## src/rtl/rs_station_if.sv

```systemverilog
// Reservation station bus: dispatch bundle, two result broadcasts and the ALU issue port.
interface rs_station_if #(
  parameter int NICK_W = 4,
  parameter int DATA_W = 32,
  parameter int OP_W   = 6,
  parameter int ADDR_W = 32,
  parameter int IMM_W  = 32
);
  logic              iROB_clr;
  logic              iDP_en;
  logic              iDP_rs_sel;
  logic [OP_W-1:0]   iDP_op;
  logic [ADDR_W-1:0] iDP_pc;
  logic [IMM_W-1:0]  iDP_imm;
  logic [NICK_W-1:0] iDP_rd_nick;
  logic [NICK_W-1:0] iDP_rs1_nick;
  logic [NICK_W-1:0] iDP_rs2_nick;
  logic [DATA_W-1:0] iDP_rs1_dt;
  logic [DATA_W-1:0] iDP_rs2_dt;
  logic              iALU_cdb_en;
  logic [NICK_W-1:0] iALU_cdb_nick;
  logic [DATA_W-1:0] iALU_cdb_dt;
  logic              iLSB_cdb_en;
  logic [NICK_W-1:0] iLSB_cdb_nick;
  logic [DATA_W-1:0] iLSB_cdb_dt;
  logic              oRS_full;
  logic              oALU_en;
  logic [OP_W-1:0]   oALU_op;
  logic [ADDR_W-1:0] oALU_pc;
  logic [IMM_W-1:0]  oALU_imm;
  logic [DATA_W-1:0] oALU_rs1_dt;
  logic [DATA_W-1:0] oALU_rs2_dt;
  logic [NICK_W-1:0] oALU_rd_nick;

  modport master (
    output iROB_clr, iDP_en, iDP_rs_sel, iDP_op, iDP_pc, iDP_imm, iDP_rd_nick,
           iDP_rs1_nick, iDP_rs2_nick, iDP_rs1_dt, iDP_rs2_dt,
           iALU_cdb_en, iALU_cdb_nick, iALU_cdb_dt,
           iLSB_cdb_en, iLSB_cdb_nick, iLSB_cdb_dt,
    input  oRS_full, oALU_en, oALU_op, oALU_pc, oALU_imm,
           oALU_rs1_dt, oALU_rs2_dt, oALU_rd_nick
  );

  modport slave (
    input  iROB_clr, iDP_en, iDP_rs_sel, iDP_op, iDP_pc, iDP_imm, iDP_rd_nick,
           iDP_rs1_nick, iDP_rs2_nick, iDP_rs1_dt, iDP_rs2_dt,
           iALU_cdb_en, iALU_cdb_nick, iALU_cdb_dt,
           iLSB_cdb_en, iLSB_cdb_nick, iLSB_cdb_dt,
    output oRS_full, oALU_en, oALU_op, oALU_pc, oALU_imm,
           oALU_rs1_dt, oALU_rs2_dt, oALU_rd_nick
  );
endinterface

```

## src/rtl/rs_station.sv

```systemverilog
// ALU/branch reservation station: holds dispatched instructions, snoops the two
// result buses for missing operands and issues the lowest-index ready entry each cycle.
module rs_station #(
  parameter int DEPTH  = 8,
  parameter int NICK_W = 4,
  parameter int DATA_W = 32,
  parameter int OP_W   = 6,
  parameter int ADDR_W = 32,
  parameter int IMM_W  = 32
) (
  input logic         clk,
  input logic         rst,
  input logic         rdy,
  rs_station_if.slave rsBus
);
  localparam int IDX_W = $clog2(DEPTH);

  logic [DEPTH-1:0]  r_valid;
  logic [OP_W-1:0]   r_op     [DEPTH];
  logic [ADDR_W-1:0] r_pc     [DEPTH];
  logic [IMM_W-1:0]  r_imm    [DEPTH];
  logic [NICK_W-1:0] r_rdNick [DEPTH];
  logic [NICK_W-1:0] r_q1     [DEPTH];
  logic [NICK_W-1:0] r_q2     [DEPTH];
  logic [DATA_W-1:0] r_v1     [DEPTH];
  logic [DATA_W-1:0] r_v2     [DEPTH];

  logic              r_aluEn;
  logic [OP_W-1:0]   r_aluOp;
  logic [ADDR_W-1:0] r_aluPc;
  logic [IMM_W-1:0]  r_aluImm;
  logic [DATA_W-1:0] r_aluRs1;
  logic [DATA_W-1:0] r_aluRs2;
  logic [NICK_W-1:0] r_aluRd;

  logic              w_full;
  logic              w_alloc;
  logic              w_hasReady;
  logic [IDX_W-1:0]  w_freeIdx;
  logic [IDX_W-1:0]  w_readyIdx;
  logic [NICK_W-1:0] w_newQ1;
  logic [NICK_W-1:0] w_newQ2;
  logic [DATA_W-1:0] w_newV1;
  logic [DATA_W-1:0] w_newV2;

  assign w_full  = &r_valid;
  assign w_alloc = rsBus.iDP_en & rsBus.iDP_rs_sel & ~w_full;

  // Priority pick of the lowest free slot and the lowest ready slot from registered state
  always_comb begin
    w_freeIdx  = '0;
    w_readyIdx = '0;
    w_hasReady = 1'b0;
    for (int i = DEPTH - 1; i >= 0; i--) begin
      if (!r_valid[i]) begin
        w_freeIdx = IDX_W'(i);
      end
      if (r_valid[i] && r_q1[i] == '0 && r_q2[i] == '0) begin
        w_hasReady = 1'b1;
        w_readyIdx = IDX_W'(i);
      end
    end
  end

  // Catch a result broadcast in the same cycle the operand is dispatched; ALU bus wins ties
  always_comb begin
    w_newQ1 = rsBus.iDP_rs1_nick;
    w_newV1 = rsBus.iDP_rs1_dt;
    w_newQ2 = rsBus.iDP_rs2_nick;
    w_newV2 = rsBus.iDP_rs2_dt;
    if (rsBus.iDP_rs1_nick != '0) begin
      if (rsBus.iALU_cdb_en && rsBus.iALU_cdb_nick == rsBus.iDP_rs1_nick) begin
        w_newQ1 = '0;
        w_newV1 = rsBus.iALU_cdb_dt;
      end else if (rsBus.iLSB_cdb_en && rsBus.iLSB_cdb_nick == rsBus.iDP_rs1_nick) begin
        w_newQ1 = '0;
        w_newV1 = rsBus.iLSB_cdb_dt;
      end
    end
    if (rsBus.iDP_rs2_nick != '0) begin
      if (rsBus.iALU_cdb_en && rsBus.iALU_cdb_nick == rsBus.iDP_rs2_nick) begin
        w_newQ2 = '0;
        w_newV2 = rsBus.iALU_cdb_dt;
      end else if (rsBus.iLSB_cdb_en && rsBus.iLSB_cdb_nick == rsBus.iDP_rs2_nick) begin
        w_newQ2 = '0;
        w_newV2 = rsBus.iLSB_cdb_dt;
      end
    end
  end

  // Entry table and issue register: reset, freeze on !rdy, flush, then wakeup/issue/allocate
  always_ff @(posedge clk) begin
    if (rst) begin
      r_valid  <= '0;
      r_aluEn  <= 1'b0;
      r_aluOp  <= '0;
      r_aluPc  <= '0;
      r_aluImm <= '0;
      r_aluRs1 <= '0;
      r_aluRs2 <= '0;
      r_aluRd  <= '0;
    end else if (rdy) begin
      if (rsBus.iROB_clr) begin
        r_valid <= '0;
        r_aluEn <= 1'b0;
      end else begin
        for (int i = 0; i < DEPTH; i++) begin
          if (r_valid[i]) begin
            if (r_q1[i] != '0) begin
              if (rsBus.iALU_cdb_en && rsBus.iALU_cdb_nick == r_q1[i]) begin
                r_q1[i] <= '0;
                r_v1[i] <= rsBus.iALU_cdb_dt;
              end else if (rsBus.iLSB_cdb_en && rsBus.iLSB_cdb_nick == r_q1[i]) begin
                r_q1[i] <= '0;
                r_v1[i] <= rsBus.iLSB_cdb_dt;
              end
            end
            if (r_q2[i] != '0) begin
              if (rsBus.iALU_cdb_en && rsBus.iALU_cdb_nick == r_q2[i]) begin
                r_q2[i] <= '0;
                r_v2[i] <= rsBus.iALU_cdb_dt;
              end else if (rsBus.iLSB_cdb_en && rsBus.iLSB_cdb_nick == r_q2[i]) begin
                r_q2[i] <= '0;
                r_v2[i] <= rsBus.iLSB_cdb_dt;
              end
            end
          end
        end
        if (w_hasReady) begin
          r_valid[w_readyIdx] <= 1'b0;
          r_aluEn  <= 1'b1;
          r_aluOp  <= r_op[w_readyIdx];
          r_aluPc  <= r_pc[w_readyIdx];
          r_aluImm <= r_imm[w_readyIdx];
          r_aluRs1 <= r_v1[w_readyIdx];
          r_aluRs2 <= r_v2[w_readyIdx];
          r_aluRd  <= r_rdNick[w_readyIdx];
        end else begin
          r_aluEn <= 1'b0;
        end
        if (w_alloc) begin
          r_valid[w_freeIdx]  <= 1'b1;
          r_op[w_freeIdx]     <= rsBus.iDP_op;
          r_pc[w_freeIdx]     <= rsBus.iDP_pc;
          r_imm[w_freeIdx]    <= rsBus.iDP_imm;
          r_rdNick[w_freeIdx] <= rsBus.iDP_rd_nick;
          r_q1[w_freeIdx]     <= w_newQ1;
          r_v1[w_freeIdx]     <= w_newV1;
          r_q2[w_freeIdx]     <= w_newQ2;
          r_v2[w_freeIdx]     <= w_newV2;
        end
      end
    end
  end

  assign rsBus.oRS_full     = w_full;
  assign rsBus.oALU_en      = r_aluEn;
  assign rsBus.oALU_op      = r_aluOp;
  assign rsBus.oALU_pc      = r_aluPc;
  assign rsBus.oALU_imm     = r_aluImm;
  assign rsBus.oALU_rs1_dt  = r_aluRs1;
  assign rsBus.oALU_rs2_dt  = r_aluRs2;
  assign rsBus.oALU_rd_nick = r_aluRd;
endmodule

```

## src/flat_wrapper.sv

```systemverilog
// flat-port wrapper written by rule: the top's interface ports become plain ports
module rs_station_flat 
#(
  parameter int DEPTH  = 8,
  parameter int NICK_W = 4,
  parameter int DATA_W = 32,
  parameter int OP_W   = 6,
  parameter int ADDR_W = 32,
  parameter int IMM_W  = 32
)
  (clk, rst, rdy, rsBus_iROB_clr, rsBus_iDP_en, rsBus_iDP_rs_sel, rsBus_iDP_op, rsBus_iDP_pc, rsBus_iDP_imm, rsBus_iDP_rd_nick, rsBus_iDP_rs1_nick, rsBus_iDP_rs2_nick, rsBus_iDP_rs1_dt, rsBus_iDP_rs2_dt, rsBus_iALU_cdb_en, rsBus_iALU_cdb_nick, rsBus_iALU_cdb_dt, rsBus_iLSB_cdb_en, rsBus_iLSB_cdb_nick, rsBus_iLSB_cdb_dt, rsBus_oRS_full, rsBus_oALU_en, rsBus_oALU_op, rsBus_oALU_pc, rsBus_oALU_imm, rsBus_oALU_rs1_dt, rsBus_oALU_rs2_dt, rsBus_oALU_rd_nick);
  rs_station_if #(.NICK_W(NICK_W), .DATA_W(DATA_W), .OP_W(OP_W), .ADDR_W(ADDR_W), .IMM_W(IMM_W)) rsBus_i ();
  input logic clk;
  input logic rst;
  input logic rdy;
  input wire logic [$bits(rsBus_i.iROB_clr)-1:0] rsBus_iROB_clr;
  input wire logic [$bits(rsBus_i.iDP_en)-1:0] rsBus_iDP_en;
  input wire logic [$bits(rsBus_i.iDP_rs_sel)-1:0] rsBus_iDP_rs_sel;
  input wire logic [$bits(rsBus_i.iDP_op)-1:0] rsBus_iDP_op;
  input wire logic [$bits(rsBus_i.iDP_pc)-1:0] rsBus_iDP_pc;
  input wire logic [$bits(rsBus_i.iDP_imm)-1:0] rsBus_iDP_imm;
  input wire logic [$bits(rsBus_i.iDP_rd_nick)-1:0] rsBus_iDP_rd_nick;
  input wire logic [$bits(rsBus_i.iDP_rs1_nick)-1:0] rsBus_iDP_rs1_nick;
  input wire logic [$bits(rsBus_i.iDP_rs2_nick)-1:0] rsBus_iDP_rs2_nick;
  input wire logic [$bits(rsBus_i.iDP_rs1_dt)-1:0] rsBus_iDP_rs1_dt;
  input wire logic [$bits(rsBus_i.iDP_rs2_dt)-1:0] rsBus_iDP_rs2_dt;
  input wire logic [$bits(rsBus_i.iALU_cdb_en)-1:0] rsBus_iALU_cdb_en;
  input wire logic [$bits(rsBus_i.iALU_cdb_nick)-1:0] rsBus_iALU_cdb_nick;
  input wire logic [$bits(rsBus_i.iALU_cdb_dt)-1:0] rsBus_iALU_cdb_dt;
  input wire logic [$bits(rsBus_i.iLSB_cdb_en)-1:0] rsBus_iLSB_cdb_en;
  input wire logic [$bits(rsBus_i.iLSB_cdb_nick)-1:0] rsBus_iLSB_cdb_nick;
  input wire logic [$bits(rsBus_i.iLSB_cdb_dt)-1:0] rsBus_iLSB_cdb_dt;
  output wire logic [$bits(rsBus_i.oRS_full)-1:0] rsBus_oRS_full;
  output wire logic [$bits(rsBus_i.oALU_en)-1:0] rsBus_oALU_en;
  output wire logic [$bits(rsBus_i.oALU_op)-1:0] rsBus_oALU_op;
  output wire logic [$bits(rsBus_i.oALU_pc)-1:0] rsBus_oALU_pc;
  output wire logic [$bits(rsBus_i.oALU_imm)-1:0] rsBus_oALU_imm;
  output wire logic [$bits(rsBus_i.oALU_rs1_dt)-1:0] rsBus_oALU_rs1_dt;
  output wire logic [$bits(rsBus_i.oALU_rs2_dt)-1:0] rsBus_oALU_rs2_dt;
  output wire logic [$bits(rsBus_i.oALU_rd_nick)-1:0] rsBus_oALU_rd_nick;
  assign rsBus_i.iROB_clr = rsBus_iROB_clr;
  assign rsBus_i.iDP_en = rsBus_iDP_en;
  assign rsBus_i.iDP_rs_sel = rsBus_iDP_rs_sel;
  assign rsBus_i.iDP_op = rsBus_iDP_op;
  assign rsBus_i.iDP_pc = rsBus_iDP_pc;
  assign rsBus_i.iDP_imm = rsBus_iDP_imm;
  assign rsBus_i.iDP_rd_nick = rsBus_iDP_rd_nick;
  assign rsBus_i.iDP_rs1_nick = rsBus_iDP_rs1_nick;
  assign rsBus_i.iDP_rs2_nick = rsBus_iDP_rs2_nick;
  assign rsBus_i.iDP_rs1_dt = rsBus_iDP_rs1_dt;
  assign rsBus_i.iDP_rs2_dt = rsBus_iDP_rs2_dt;
  assign rsBus_i.iALU_cdb_en = rsBus_iALU_cdb_en;
  assign rsBus_i.iALU_cdb_nick = rsBus_iALU_cdb_nick;
  assign rsBus_i.iALU_cdb_dt = rsBus_iALU_cdb_dt;
  assign rsBus_i.iLSB_cdb_en = rsBus_iLSB_cdb_en;
  assign rsBus_i.iLSB_cdb_nick = rsBus_iLSB_cdb_nick;
  assign rsBus_i.iLSB_cdb_dt = rsBus_iLSB_cdb_dt;
  assign rsBus_oRS_full = rsBus_i.oRS_full;
  assign rsBus_oALU_en = rsBus_i.oALU_en;
  assign rsBus_oALU_op = rsBus_i.oALU_op;
  assign rsBus_oALU_pc = rsBus_i.oALU_pc;
  assign rsBus_oALU_imm = rsBus_i.oALU_imm;
  assign rsBus_oALU_rs1_dt = rsBus_i.oALU_rs1_dt;
  assign rsBus_oALU_rs2_dt = rsBus_i.oALU_rs2_dt;
  assign rsBus_oALU_rd_nick = rsBus_i.oALU_rd_nick;
  rs_station #(.DEPTH(DEPTH), .NICK_W(NICK_W), .DATA_W(DATA_W), .OP_W(OP_W), .ADDR_W(ADDR_W), .IMM_W(IMM_W)) u_core (.clk(clk), .rst(rst), .rdy(rdy), .rsBus(rsBus_i));
endmodule
```

## config.mk

```make
export PLATFORM = sky130hd
export DESIGN_NAME = rs_station_flat
export DESIGN_NICKNAME = d
export VERILOG_FILES = /design/src/rtl/rs_station_if.sv /design/src/rtl/rs_station.sv /design/src/flat_wrapper.sv
export SDC_FILE = /design/constraint.sdc
export NUM_CORES = 2
export LEC_CHECK = 0
export BUFFER_PORTS_ARGS = -buffer_cell sky130_fd_sc_hd__buf_4
export CAP_MARGIN = 5
export CORE_AREA = 2 2 405 608
export CTS_CLUSTER_DIAMETER = 30
export DETAILED_ROUTE_END_ITERATION = 6
export DIE_AREA = 0 0 407 610
export PLACE_DENSITY = 0.51
export SLEW_MARGIN = 20
export SYNTH_ARGS = -nofsm -noshare
export SYNTH_HDL_FRONTEND = slang
export SYNTH_SLANG_ARGS = --single-unit
export TNS_END_PERCENT = 100
```

## constraint.sdc

```tcl
create_clock -name clk -period 8.2 [get_ports clk]
set_input_delay 0.82 -clock clk [delete_from_list [all_inputs] [get_ports clk]]
set_output_delay 0.82 -clock clk [all_outputs]
set_load 0.03 [all_outputs]
```

==> metrics.txt <==
Resized cells post-CTS=0; failing checks=DRC; final setup fails=0; DR vias=49000; worst path required time=8.68 ns; Fin Setup TNS=0 ns; final wirelength=about 260 mm; Avg Vias per Cell=between 5 and 6; FILL cells=24300; maximum vdd drop=around 0.15 mV; commonest non-fill, non-tap cell in the layout=edfxtp_1; post-DP HPWL=around 160 mm; Hold Path Class=in2reg; clock latency on the worst-skew pair=around 0.84 ns; status=finished with violations; final instance area=~78000 sq um; Synth async-reset ratio=0; Worst setup EP type=flip-flop; Worst R2R Start=u_core.r_valid[1]; Tcrit/Tclk final=0.549; Critical Path Start Type=flip-flop; CP arrival=4.99 ns; initial antenna violation count=32; Clock Path Buffers=4; Root Buffer Master=clkbuf_16; Max Cap Violations=0; Mapped Area=~63000 sq um; IO Count=between 300 and 400; post-synthesis cell type count=between 60 and 70; first-pass GRT wire length=approximately 360 mm; post-synthesis average cell area=between 10 and 15 sq um; share of cells above drive strength 1=0.171; Die Area=about 250000 sq um; Core Region=~240000 sq um; Post-DP Area=about 70000 sq um; Hold Vio Cnt, Final=0; min cycle time layout=4.51 ns; syn nets=approximately 5700; sequential share of the synthesized area=0.604; Synth Flop Type=edfxtp_1; port bufs=between 300 and 400; Syn. warnings=0; TritonCTS buffer count=slightly below 300; EDFF count, synth=roughly 1200; post-route ant nets=0; Tightest Pin Transition=roughly 1.2 ns; gp weighted congestion=roughly 0.9; die height=a little over 600 um; CTS tree=built; fmax=222 MHz; CP Class=reg2reg; largest net degree at the start of global routing=roughly 140; die width=between 400 and 500 um; drt wl/cell=~29 um; worst clock skew=0.0749 ns; # Post-CTS Setup Buffers=0; Slew HR=0.230; worst hold slack=about 0.22 ns; min-delay src=rsBus_iDP_imm[19]; initial core utilization=0.259; nets@finish=approximately 5800; Layout Utilization=0.323; DRC viols=5; Synth Instances=approximately 5400; vias in the first global route=48400; Static Leak=between 20 and 30 nW; Congestion Overflow GR=0; CTS Sinks=~1300; max-slew violation count=0; gr usage total=0.204; clock transition at the registers of the reported paths=approximately 0.05 ns; CP startpoint=u_core.r_valid[1]; Initial DRT Pass Iterations=7; RSZ-0062 raised after global routing=false; Seq cells post-synth=~1300; Crit Path Max Fanout=62; Area Growth Syn to Fin=24.8%; power per cell area=between 200 and 300 nW/um^2; Row Count=222; hold_buf cts=0; most frequent cells in the layout=1168 x edfxtp_1, 710 x a21oi_1, 550 x nor2_1; CTS H-Tree Depth=5; 1st-iter DRT viols=about 5400
## power breakdown
group	total [W]	switching [W]	internal [W]	leakage [nW]
Combinational	0.000761	0.000532	0.000229	9.78
Clock	0.0117	0.00386	0.00788	4.74
Sequential	0.00731	0.00000399	0.00731	11.7
## layout make-up
type / instances / area (sq um) / area share
clock buffers: 370 / 7960 / 0.101
inverters: 47 / 201 / 0.00257
clock inverters: 158 / 1920 / 0.0244
repair buffers: 468 / 3620 / 0.0462
multi-input cells: 3485 / 22700 / 0.289
well taps: 3248 / 4060 / 0.0518
diodes: 9 / 22.5 / 0.000287
flip-flops and latches: 1315 / 38000 / 0.484
## final timing paths
path                            cells after the start                       end  slack (ns)
worst min register to register                      1  u_core.rsBus.oALU_imm[8]        0.47
worst min-delay path                                1       u_core.r_imm[4][19]        0.22
worst max-delay path                                7        u_core.r_imm[5][5]        3.69
worst max register to register                      7        u_core.r_imm[5][5]        3.69
## cell usage after synthesis, types with 16 or more instances
master	n	area share
a31oi_1	64	0.0064
buf_1	49	0.0029
inv_1	46	0.0027
xor2_1	74	0.010
mux2i_1	515	0.082
nor3_1	69	0.0055
o211ai_1	110	0.013
o21ai_0	154	0.012
o22a_1	64	0.0089
a22o_1	18	0.0025
dfxtp_1	147	0.047
a221o_1	45	0.0072
o21ai_1	28	0.0022
clkbuf_1	429	0.026
buf_2	94	0.0075
xnor2_1	70	0.0097
a21oi_1	711	0.057
nand3_1	16	0.0013
nor4_1	33	0.0033
a22oi_1	268	0.032
nand2_1	370	0.022
a2111o_1	105	0.019
nand4_1	21	0.0021
nor2_1	552	0.033
edfxtp_1	1168	0.56
a211oi_1	106	0.013
## per-layer routing
metal  wire (um)  up-vias  share of wire  global-route usage
met1      105000    24700           0.40               0.258
met2      123000     2483           0.47               0.332
li1            -    21100              -                   -
met4       11300       12          0.043              0.0866
met3       22400      591          0.085              0.0474
met5          81        -        0.00031                   0
## metrics by stage
stage | instances | setup WS (ns) | total power, W
after floorplan | 5429 | 3.08 | 0.00783
after global placement | 8562 | 3.15 | 0.00816
after detailed placement | 8563 | 3.02 | 0.00818
after CTS | 9091 | 3.68 | 0.0199
after global routing | 9093 | 3.33 | 0.0203
final | 9100 | 3.69 | 0.0198
## worst max-delay path, stage by stage (launching register included)
cell and delay (ns):
dfxtp_1 0.43, nand4_1 0.19, nor3_1 0.10, nand4b_1 0.34
a2111oi_2 0.92, nand2_4 0.68, inv_4 0.84, buf_4 0.55
## sequential cells by signal, indices dropped and copies added, names as in the netlist
name                       flops
u_core.r_valid                 8
u_core.rsBus.oALU_en           1
u_core.rsBus.oALU_op           6
u_core.r_v2                  256
u_core.rsBus.oALU_rs2_dt      32
u_core.rsBus.oALU_rs1_dt      32
u_core.r_q1                   32
u_core.r_rdNick               32
u_core.r_v1                  256
u_core.rsBus.oALU_pc          32
u_core.rsBus.oALU_imm         32
u_core.r_q2                   32
u_core.r_op                   48
u_core.r_imm                 256
u_core.rsBus.oALU_rd_nick      4
u_core.r_pc                  256
## cells by family (layout without fill, tap and decap cells)
kind of cell           count (synthesis)  after routing  synth area share
multiplexers                         515            515            0.0820
AND/OR/NAND/NOR                     1116           1116            0.0747
other                                  0              9                 0
flip-flops                          1315           1315             0.604
buffers and inverters                629           1043            0.0405
AO/OA/AOI/OAI                       1710           1710             0.178
XOR/XNOR                             144            144            0.0201
Note: power is estimated with default switching activity, not from simulation.
